$ cat src/rtl/regfile_wb_sched.sv
// Write-back scheduler and load scoreboard for the 8x16 register file.
// Arbitrates the single write port between ALU and load returns. A one-entry
// skid buffer holds a load that loses to the ALU. A starvation counter bounds
// how long that load can wait. The scoreboard stalls issue on RAW/WAW hazards
// against loads that are still outstanding.
module regfile_wb_sched #(
  parameter int WIDTH  = 16,
  parameter int REGS   = 8,
  parameter int IDX    = 3,
  parameter int STARVE = 4
) (
  input  logic             clk,
  input  logic             rst_n,
  input  logic             iss_valid,
  input  logic [IDX-1:0]   iss_aindex,
  input  logic [IDX-1:0]   iss_bindex,
  input  logic [IDX-1:0]   iss_yindex,
  input  logic             iss_load,
  output logic             iss_ready,
  input  logic             alu_valid,
  input  logic [IDX-1:0]   alu_index,
  input  logic [WIDTH-1:0] alu_data,
  output logic             alu_ready,
  input  logic             mem_valid,
  input  logic [IDX-1:0]   mem_index,
  input  logic [WIDTH-1:0] mem_data,
  output logic             mem_ready,
  output logic             wr_en,
  output logic [IDX-1:0]   wr_index,
  output logic [WIDTH-1:0] wr_data,
  output logic             wr_src_mem,
  output logic [REGS-1:0]  pending,
  output logic             err
);

  localparam int CW = $clog2(STARVE) + 1;
  localparam logic [CW-1:0] STARVE_LIM = CW'(STARVE - 1);

  logic             buf_full;
  logic [IDX-1:0]   buf_index;
  logic [WIDTH-1:0] buf_data;
  logic [CW-1:0]    starve_cnt;

  logic             alu_xfer, mem_xfer, iss_xfer;
  logic             drain, buf_load, buf_full_next, alu_ready_next, err_next;
  logic [CW-1:0]    cnt_next;
  logic [REGS-1:0]  pending_next;

  // A register with an outstanding load blocks any reader or writer of it;
  // there is no bypass from the write-back stage.
  assign iss_ready = !(pending[iss_aindex] | pending[iss_bindex] | pending[iss_yindex]);
  assign mem_ready = !buf_full;

  // Handshakes, buffer/starvation next state, scoreboard update and error detection.
  always_comb begin
    // NOTE: every signal gets a default before any branch, so no latch can be inferred.
    alu_xfer      = alu_valid && alu_ready;
    mem_xfer      = mem_valid && mem_ready;
    iss_xfer      = iss_valid && iss_ready;
    drain         = buf_full && !alu_xfer;
    buf_load      = mem_xfer && alu_xfer;
    buf_full_next = buf_load || (buf_full && !drain);
    cnt_next      = '0;
    if (buf_full && !drain) cnt_next = starve_cnt + CW'(1);
    // Back-pressure the ALU for one cycle once the buffered load has waited long enough.
    alu_ready_next = !(buf_full_next && (cnt_next >= STARVE_LIM));

    pending_next = pending;
    if (wr_en && wr_src_mem) pending_next[wr_index] = 1'b0;
    if (iss_xfer && iss_load) pending_next[iss_yindex] = 1'b1;

    err_next = err
             | (alu_xfer && pending[alu_index])
             | (mem_xfer && !pending[mem_index])
             | (buf_full && mem_valid && (mem_index == buf_index));
  end

  // Control state, write port and scoreboard; all cleared by reset.
  always_ff @(posedge clk or negedge rst_n) begin
    if (!rst_n) begin
      wr_en      <= 1'b0;
      wr_index   <= '0;
      wr_data    <= '0;
      wr_src_mem <= 1'b0;
      pending    <= '0;
      err        <= 1'b0;
      buf_full   <= 1'b0;
      starve_cnt <= '0;
      alu_ready  <= 1'b1;
    end else begin
      // NOTE: non-blocking assignments so every register samples pre-edge values.
      buf_full   <= buf_full_next;
      starve_cnt <= cnt_next;
      alu_ready  <= alu_ready_next;
      pending    <= pending_next;
      err        <= err_next;
      if (alu_xfer) begin
        wr_en      <= 1'b1;
        wr_index   <= alu_index;
        wr_data    <= alu_data;
        wr_src_mem <= 1'b0;
      end else if (buf_full) begin
        wr_en      <= 1'b1;
        wr_index   <= buf_index;
        wr_data    <= buf_data;
        wr_src_mem <= 1'b1;
      end else if (mem_xfer) begin
        wr_en      <= 1'b1;
        wr_index   <= mem_index;
        wr_data    <= mem_data;
        wr_src_mem <= 1'b1;
      end else begin
        wr_en      <= 1'b0;
      end
    end
  end

  // Skid buffer payload captures a load that loses arbitration to the ALU.
  // NOTE: payload is not reset; it is only ever read while buf_full is set.
  always_ff @(posedge clk) begin
    if (buf_load) begin
      buf_index <= mem_index;
      buf_data  <= mem_data;
    end
  end

endmodule

$ cat config.mk
export PLATFORM = sky130hd
export DESIGN_NAME = regfile_wb_sched
export DESIGN_NICKNAME = d
export VERILOG_FILES = /design/src/rtl/regfile_wb_sched.sv
export SDC_FILE = /design/constraint.sdc
export NUM_CORES = 1
export LEC_CHECK = 0
export BUFFER_PORTS_ARGS = -buffer_cell sky130_fd_sc_hd__buf_2
export CORE_MARGIN = 4
export CORE_UTILIZATION = 45
export DETAILED_ROUTE_END_ITERATION = 6
export GPL_ROUTABILITY_DRIVEN = 0
export PLACE_DENSITY = 0.77
export SETUP_SLACK_MARGIN = 0.05
export SLEW_MARGIN = 25
export SYNTH_ARGS = -nofsm -noshare
export SYNTH_HDL_FRONTEND = slang
export SYNTH_SLANG_ARGS = --single-unit
$ cat constraint.sdc
create_clock -name clk -period 2 [get_ports clk]
set_input_delay 0.4 -clock clk [delete_from_list [all_inputs] [get_ports clk]]
set_output_delay 0.4 -clock clk [all_outputs]
set_load 0.03 [all_outputs]
==> impl_metrics.ini <==
[power]
p_leak_nw = 1.62
swShare = 0.374
switchingPower_mw = 1.38
clkPwrFrac = 0.208
seqPwrFrac = 0.382
vdd_drop_max_uv = 776
combPwrFrac = 0.410
p_int_mw = 2.32
power_density_nw_per_um2 = 1050
finalPower_mw = 3.70

[synth]
avgSynthCellArea_um2 = 11.0
synthCells = 242
synth_compound_area_frac = 0.144
synthFlopType = dfrtp_1
synth_top_family_by_area = multiplexers
synthSimpleGateAreaFrac = 0.111
synth_top_area_cell = dfrtp_1
synthAdderAreaFrac = 0.00469
ys_ff_latch = 54
synth_top_cell_area_share = 0.319
synthTopCellsByArea = dfrtp_1, edfxtp_1, mux2i_1
synthMuxAreaShare = 0.157
synth_edf_count = 19
synth-seq-area-share = 0.542
ys_warn_count = 0
synth.distinct_cells = 35
netlist_area_um2 = 2670
syn_nets = 296
async_reset_ff_frac = 0.648
synth_xor_xnor_area_share = 0.0131

[status]
status = finished, violations left
violations = setup timing

[sta]
post-route-period-util = 1.17
skew_ns = 0.00999
min_period_ns = 2.33
final-hold-violation-count = 0
slew_headroom = 0.671
setup_violations = 1
slew_violations = 0
whs_ns = 0.0277
setup_slack_ns = -0.332
fmax_mhz = 429
rsz0062_at_grt = yes
tightestPinTransition_ns = 0.493

[setup_path]
critPathKind = register to output port
cp-end-kind = output port
start_kind = register
cp_max_fo = 3
cp.required_ns = 1.60
cp.arrival_ns = 1.93

[drt]
via_per_inst = 5.67
via_count = 2346
ant_nets = 0
wire_per_inst_um = 17.5
drc = 0
drtIter0Drc = 175
dr.pass1.iters = 4
wl_mm = 7.23

[clock_tree]
cts_tree = done
cts-root-buf = clkbuf_8
cts.clk_slew.worst_paths_ns = 0.11
htree_levels = 2
numClockSinks = 54
clk_latency_ns = 0.31
cts_buffer_depth = 2
cts_inserted_buffers = 5

[layout]
area_growth_pct = 31.6
drive_gt1_frac = 0.418
fin_cells = 414
utilization = 0.623
antenna-diode-count = 0
final_area_um2 = 3510
nets = 395

[global_routing]
grt.total_usage = 0.204
grt_max_degree = 44
grt_pass1_wl_mm = 11.7
overflow = 0
grt_pass1_vias = 2429
antenna_found_initial = 0

[placement]
numPortBuffers = 85
dpl_cell_area_um2 = 3320
dp.cells = 405
dpl.hpwl_mm = 5.32

[die]
die_h_um = 85.0
rows = 27
die-area_um2 = 7230
die_w_um = 85.0
core_area_um2 = 5640
initial_utilization = 0.473
ioPinCount = 86

[job]
drv_cap = 0

[worst_hold_path]
hold_path_class = input port to asynchronous set/reset pin
-- timing repair --
item	4_1_cts	5_1_grt
pin swaps	3	0
gates resized for setup	2	9
gates cloned	0	0
setup endpoints to repair	2	8
hold buffers	0	0
buffers inserted	1	0
-- cells in the final DEF (no fill, tap or decap), types with 2 or more instances in the layout --
cell type,instances
nand2_1,29
edfxtp_1,19
o21ai_0,22
o31ai_1,6
a21oi_1,21
buf_4,20
dfrtp_1,26
mux4_2,8
nand3_1,2
and3_1,4
inv_1,5
xor2_1,2
o41ai_2,5
xnor2_1,2
nor2_1,26
nand2b_1,2
mux2i_1,21
buf_2,84
dfrtp_2,8
o41ai_1,2
clkbuf_8,5
-- path summary, 6_finish.rpt --
kind | start | to | slack, ns | depth (start not counted)
max | pending[6] | iss_ready | -0.33 | 5
min | rst_n | wr_data[3] | 0.03 | 1
max reg2reg | pending[6] | pending[1] | 0.01 | 5
min reg2reg | starve_cnt[0] | starve_cnt[0] | 0.46 | 1
max in group asynchronous | rst_n | alu_ready | 1.39 | 2
min in group clk | mem_data[0] | buf_data[0] | 0.27 | 1
-- metrics by stage --
step	worst slack, ns	TNS (ns)
2_1_floorplan	-0.229	-0.229
3_3_place_gp	-0.228	-0.243
3_5_place_dp	-0.277	-0.356
4_1_cts	-0.325	-0.325
5_1_grt	-0.453	-0.531
6_report	-0.332	-0.332
-- worst max-delay path, stage by stage (launching register included) --
cell,delay [ns]
dfrtp_2,0.43
mux4_2,0.49
mux2i_2,0.19
nand2_2,0.11
a2111oi_4,0.19
buf_4,0.21
-- power groups by stage --
| stage | Clock, mW | Sequential [mW] | Combinational, mW |
|---|---|---|---|
| after floorplan | 0 | 1.70 | 0.530 |
| after global placement | 0 | 1.42 | 1.36 |
| after global routing | 0.839 | 1.43 | 1.62 |
| after CTS | 0.780 | 1.41 | 1.41 |
| after detailed placement | 0 | 1.43 | 1.38 |
| final | 0.770 | 1.41 | 1.52 |
-- synth_stat cells (2+ instances only) --
| cell | number |
|---|---|
| mux4_1 | 2 |
| inv_1 | 5 |
| edfxtp_1 | 19 |
| nor2_1 | 27 |
| mux4_2 | 6 |
| dfrtp_1 | 34 |
| and3_1 | 4 |
| clkbuf_1 | 9 |
| buf_2 | 2 |
| o31ai_1 | 6 |
| nand3_1 | 2 |
| xnor2_1 | 2 |
| nand2b_1 | 2 |
| mux2i_1 | 22 |
| buf_1 | 3 |
| nand2_1 | 29 |
| a21oi_1 | 21 |
| o41ai_1 | 8 |
| xor2_1 | 2 |
| o21ai_0 | 22 |
-- sequential cells by signal, summed over array words and instances (netlist names) --
signal	cells
starve_cnt	3
buf_index	3
alu_ready	1
err	1
wr_src_mem	1
wr_index	3
pending	8
wr_en	1
buf_data	16
wr_data	16
buf_full	1
-- cell families (layout without fill, tap and decap cells) --
group	after synthesis	after routing
muxes	31	31
xor gates and xnor gates	4	4
AOI/OAI and AO/OA	63	63
and+or+nand+nor	70	70
adders and majority gates	1	1
DFF	54	54
buffers and inverters	19	119
-- cell type report --
cell class,count,area (um2)
fillers,467,2130
flip-flops and latches,54,1460
multi-input cells,169,1230
repair buffers,106,602
well taps,72,90.1
clock buffers,5,68.8
clock inverters,3,48.8
inverters,5,18.8
-- routing by layer --
layer	up-vias	part of all wire	GRT usage	wire (um)
li1	1089	-	-	-
met1	1141	0.40	0.256	2860
met2	101	0.52	0.350	3770
met3	15	0.063	0.0379	457
met4	0	0.020	0.0734	141
met5	-	0	0	0
Note: power is estimated with default switching activity, not from simulation.
